File: src/rtl/elevator_car_controller.sv
// Elevator car controller: serves 2-bit floor requests for floors 0..3,
// times floor-to-floor travel and door dwell, and keeps one pending request.
//
// Request handshake: request_valid is a single-cycle strobe with no ready.
// floor_destiny is sampled only on a rising clk edge where request_valid=1.
// Every strobe is consumed in that same cycle. It is either served
// (from IDLE), held as a door-hold (same floor while the door is open),
// written into the one-deep pending slot, or dropped (same floor while moving).
module elevator_car_controller #(
  parameter int TRAVEL_CYCLES = 8,
  parameter int DOOR_CYCLES   = 16,
  parameter int CNT_W         = 8
) (
  input  logic       clk,
  input  logic       reset,
  input  logic [1:0] floor_destiny,
  input  logic       request_valid,
  output logic [1:0] current_floor,
  output logic       motor_up,
  output logic       motor_down,
  output logic       door_open,
  output logic       arrived,
  output logic       busy,
  output logic       pending_valid,
  output logic [1:0] state_dbg
);

  typedef enum logic [1:0] {
    ST_IDLE      = 2'd0,
    ST_MOVE_UP   = 2'd1,
    ST_MOVE_DOWN = 2'd2,
    ST_DOOR_OPEN = 2'd3
  } state_t;

  localparam logic [CNT_W-1:0] TRAVEL_LAST = CNT_W'(TRAVEL_CYCLES - 1);
  localparam logic [CNT_W-1:0] DOOR_LAST   = CNT_W'(DOOR_CYCLES - 1);

  state_t           state_q, state_d;
  logic [1:0]       floor_q, floor_d;
  logic [1:0]       target_q, target_d;
  logic [CNT_W-1:0] timer_q, timer_d;
  logic             pend_valid_q, pend_valid_d;
  logic [1:0]       pend_floor_q, pend_floor_d;
  logic             arrived_q, arrived_d;

  logic             srv_valid;
  logic [1:0]       srv_floor;
  logic [1:0]       floor_up;
  logic [1:0]       floor_dn;

  // State, position, timer and pending registers; reset parks the car at floor 0
  always_ff @(posedge clk or posedge reset) begin
    if (reset) begin
      state_q      <= ST_IDLE;
      floor_q      <= 2'd0;
      target_q     <= 2'd0;
      timer_q      <= '0;
      pend_valid_q <= 1'b0;
      pend_floor_q <= 2'd0;
      arrived_q    <= 1'b0;
    end else begin
      state_q      <= state_d;
      floor_q      <= floor_d;
      target_q     <= target_d;
      timer_q      <= timer_d;
      pend_valid_q <= pend_valid_d;
      pend_floor_q <= pend_floor_d;
      arrived_q    <= arrived_d;
    end
  end

  // Next-state logic: request selection, travel and door timing, pending capture
  always_comb begin
    state_d      = state_q;
    floor_d      = floor_q;
    target_d     = target_q;
    timer_d      = timer_q;
    pend_valid_d = pend_valid_q;
    pend_floor_d = pend_floor_q;
    arrived_d    = 1'b0;
    srv_valid    = 1'b0;
    srv_floor    = 2'd0;
    floor_up     = floor_q + 2'd1;
    floor_dn     = floor_q - 2'd1;

    // While busy, a request for another floor overwrites the pending slot
    if (state_q != ST_IDLE && request_valid && floor_destiny != floor_q) begin
      pend_valid_d = 1'b1;
      pend_floor_d = floor_destiny;
    end

    case (state_q)
      ST_IDLE: begin
        if (pend_valid_q) begin
          // Pending wins; a simultaneous new request takes its place in the slot
          srv_valid    = 1'b1;
          srv_floor    = pend_floor_q;
          pend_valid_d = request_valid;
          if (request_valid) begin
            pend_floor_d = floor_destiny;
          end
        end else if (request_valid) begin
          srv_valid = 1'b1;
          srv_floor = floor_destiny;
        end
        if (srv_valid) begin
          timer_d = '0;
          if (srv_floor > floor_q) begin
            target_d = srv_floor;
            state_d  = ST_MOVE_UP;
          end else if (srv_floor < floor_q) begin
            target_d = srv_floor;
            state_d  = ST_MOVE_DOWN;
          end else begin
            state_d   = ST_DOOR_OPEN;
            arrived_d = 1'b1;
          end
        end
      end

      ST_MOVE_UP: begin
        if (timer_q == TRAVEL_LAST) begin
          timer_d = '0;
          floor_d = floor_up;
          if (floor_up == target_q) begin
            state_d   = ST_DOOR_OPEN;
            arrived_d = 1'b1;
          end
        end else begin
          timer_d = timer_q + 1'b1;
        end
      end

      ST_MOVE_DOWN: begin
        if (timer_q == TRAVEL_LAST) begin
          timer_d = '0;
          floor_d = floor_dn;
          if (floor_dn == target_q) begin
            state_d   = ST_DOOR_OPEN;
            arrived_d = 1'b1;
          end
        end else begin
          timer_d = timer_q + 1'b1;
        end
      end

      ST_DOOR_OPEN: begin
        // A call for this floor restarts the dwell instead of being queued
        if (request_valid && floor_destiny == floor_q) begin
          timer_d = '0;
        end else if (timer_q == DOOR_LAST) begin
          timer_d = '0;
          state_d = ST_IDLE;
        end else begin
          timer_d = timer_q + 1'b1;
        end
      end

      default: begin
        state_d = ST_IDLE;
      end
    endcase
  end

  // Outputs decoded from state so reset drops the motor immediately
  always_comb begin
    current_floor = floor_q;
    motor_up      = (state_q == ST_MOVE_UP);
    motor_down    = (state_q == ST_MOVE_DOWN);
    door_open     = (state_q == ST_DOOR_OPEN);
    arrived       = arrived_q;
    busy          = (state_q != ST_IDLE);
    pending_valid = pend_valid_q;
    state_dbg     = state_q;
  end

endmodule

File: config.mk
export PLATFORM = sky130hd
export DESIGN_NAME = elevator_car_controller
export DESIGN_NICKNAME = d
export VERILOG_FILES = /design/src/rtl/elevator_car_controller.sv
export SDC_FILE = /design/constraint.sdc
export NUM_CORES = 1
export LEC_CHECK = 0
export CORE_MARGIN = 2
export CORE_UTILIZATION = 54
export DETAILED_ROUTE_END_ITERATION = 6
export GPL_ROUTABILITY_DRIVEN = 1
export PLACE_DENSITY = 0.78
export SLEW_MARGIN = 25
export SYNTH_ARGS = -nofsm -noshare
export SYNTH_HDL_FRONTEND = slang
export SYNTH_SLANG_ARGS = --single-unit
File: constraint.sdc
create_clock -name clk -period 2.55 [get_ports clk]
set_input_delay 0.255 -clock clk [delete_from_list [all_inputs] [get_ports clk]]
set_output_delay 0.255 -clock clk [all_outputs]
set_load 0.01 [all_outputs]
==> impl_metrics.env <==
export IMPL_status="completed"
export IMPL_synth_seq_cells=18
export IMPL_synth_cell_type_count=34
export IMPL_rows=17
export IMPL_postRouteAntennaNets=0
export IMPL_fin_skew_ps=1.338
export IMPL_start_util_pct=55.77
export IMPL_die_area_um2=2635
export IMPL_leakagePower_nw=0.6543
export IMPL_cp_required_ps=2770
export IMPL_area_growth_pct=17.17
export IMPL_dpl_hpwl_mm=1.840
export IMPL_cp_max_fo=8
export IMPL_pre_cts_slack_ps=177.2
export IMPL_ff_latch_area_um2=450.4
export IMPL_setup_viol=0
export IMPL_grt_usage_pct=20.57
export IMPL_diodes=0
export IMPL_clkTransAtPathRegs_ps=110
export IMPL_cts_root_buf="clkbuf_4"
export IMPL_clock_sinks=18
export IMPL_vias=1025
export IMPL_synth_top_area_cell="dfrtp_1"
export IMPL_cts_setup_buffers=0
export IMPL_irDropWorstVdd_v=0.0008359
export IMPL_syn_mean_instance_area_um2=9.097
export IMPL_wl_per_cell_um=14.03
export IMPL_portBuffers=14
export IMPL_arrival_ps=2370
export IMPL_cts_tree="yes"
export IMPL_syn_area_um2=1210
export IMPL_startpoint_type="flip-flop"
export IMPL_fin_nets=161
export IMPL_grt_pass1_wl_mm=4.029
export IMPL_synthCells=133
export IMPL_min_period_over_period_pct=84.34
export IMPL_worstMarginPinSlew_ps=673.8
export IMPL_dr_pass1_iters=4
export IMPL_htree_levels=1
export IMPL_syn_nets=146
export IMPL_cts_made_buffers=3
export IMPL_fin_util_pct=65.34
export IMPL_grt_pass1_vias=916
export IMPL_synth_seq_area_share_pct=37.23
export IMPL_slew_viol_final=0
export IMPL_holdCritPathClass="input pin to async pin"
export IMPL_slew_limit_headroom_pct=55.03
export IMPL_yosysWarnings=0
export IMPL_fp_coreArea_um2=2170
export IMPL_die_h_um=51.34
export IMPL_rsz0062_at_grt="false"
export IMPL_layout_setup_ws_ps=399.3
export IMPL_multi_input_area_um2=699.4
export IMPL_grt_antenna_before_repair=0
export IMPL_drt_first_iter_violations=23
export IMPL_finalHoldViolCount=0
export IMPL_drc_errors=0
export IMPL_critical_path_class="flip-flop to flip-flop"
export IMPL_grt_remaining_overflow=0
export IMPL_boundaryPins=15
export IMPL_fill_cells=189
export IMPL_drv_cap=0
export IMPL_insertion_delay_ps=290
export IMPL_die_width_um=51.34
export IMPL_worst_setup_path_end_kind="flip-flop"
export IMPL_tns_ps=0
export IMPL_holdWs_ps=350.3
export IMPL_drive_gt1_share_pct=8.163
export IMPL_fmax_ghz=0.4650
export IMPL_p_per_area_nw_per_um2=1244
export IMPL_place_congestion=0.8349
export IMPL_synthTopCellsByArea="dfrtp_1, ha_1, a21oi_1"
export IMPL_period_needed_ps=2151
export IMPL_grt_max_degree=19
export IMPL_wl_mm=2.455
export IMPL_cts_path_max_buffers=2
export IMPL_yosysTopAreaCellShare_pct=37.23
export IMPL_viasPerCell=5.857
[synthesized netlist by cell type]
library cell	number
xnor2_1	3
nand2b_1	3
nor2_1	8
or4_4	1
nor3b_1	1
a211oi_1	1
nor3_1	1
mux2i_1	3
o32ai_1	1
a211o_1	4
nor3_4	1
clkbuf_1	4
or3_1	2
o21ai_0	5
a31oi_1	6
mux2_4	1
xor2_1	4
a21oi_1	11
and3_1	4
o22ai_1	1
mux2_2	3
nor4_1	2
ha_1	8
a22oi_1	1
buf_1	1
a22o_1	3
a41oi_1	1
o21ai_1	1
o31ai_1	4
nand2_1	8
nand3_1	3
inv_1	13
o211ai_1	2
dfrtp_1	18
[critical path, stage by stage, from the launching register on]
cell and delay (ps):
dfrtp_1 440, inv_1 110, ha_1 260, nor3b_1 160
buf_4 170, a211o_1 280, o32ai_2 340, a41oi_1 180
a31oi_1 160
[layer usage]
metal  GRT usage, %  vias up  routed length (µm)
met5              0        -                   0
met4          9.211        0                  21
met3          2.924        4                  84
met2          29.65       24                1099
met1          30.47      483                1249
li1               -      514                   -
[cells in the final DEF, fill, tap and decap left out, drive strengths merged, types with 2 or more instances in the layout]
cell type,n
xnor2,3
o21ai,6
ha,8
a211o,4
a22o,3
clkbuf,4
mux2,4
and3,4
nor4,2
nor3,2
a31oi,6
o31ai,4
o211ai,2
nand3,3
nand2b,3
mux2i,3
clkdlybuf4s50,14
inv,13
nor2,8
xor2,4
nand2,8
dfrtp,18
or3,2
a21oi,11
[kinds of logic after synthesis]
logic type	share of synthesized area, %
adder cells (fa/ha/maj)	8.273
multiplexers	6.515
AO/OA/AOI/OAI	22.13
buffers and inverters	5.584
AND/OR/NAND/NOR	15.20
XOR/XNOR	5.067
flip-flops	37.23
[state kept, by name (all words and copies together) (netlist names)]
signal / cells
arrived: 1
current_floor: 2
pend_floor_q: 2
pending_valid: 1
state_dbg: 2
target_q: 2
timer_q: 8
[final timing paths]
kind                                    to  slack [ps]          from  cells after the start
setup / recovery                timer_q[6]         400  state_dbg[0]                      8
hold / removal             pend_floor_q[0]         350         reset                      2
setup reg to reg                timer_q[6]         400  state_dbg[0]                      8
hold reg to reg                 timer_q[0]         520    timer_q[0]                      1
max in group asynchronous       timer_q[1]        1780         reset                      2
min in group clk                timer_q[0]         520    timer_q[0]                      1
[power by group]
group | internal (mW) | leakage (nW) | total [mW] | switching, mW
combinational | 0.513 | 0.404 | 1.08 | 0.570
sequential | 0.383 | 0.229 | 0.502 | 0.119
clock | 0.0870 | 0.0210 | 0.178 | 0.0909
total | 0.983 | 0.654 | 1.76 | 0.780
[final cells by class]
cell class | instances | area share, %
inverters | 13 | 3.442
multi-input cells | 97 | 49.34
repair buffers | 15 | 10.41
well taps | 28 | 2.471
clock buffers | 4 | 2.560
flip-flops and latches | 18 | 31.77
[stage by stage]
stage / total power, mW / instances / instance area [µm²]
after CTS: 1.738 / 175 / 1410
after detailed placement: 1.558 / 171 / 1374
after global placement: 1.536 / 171 / 1374
final: 1.763 / 175 / 1418
after floorplan: 1.255 / 133 / 1210
after global routing: 1.913 / 175 / 1418
[repair_timing]
item | 4_1_cts | 5_1_grt
setup endpoints to repair | 0 | 1
hold buffers | 0 | 0
gates resized for setup | 0 | 1
Power figures use the tool's default switching activity.
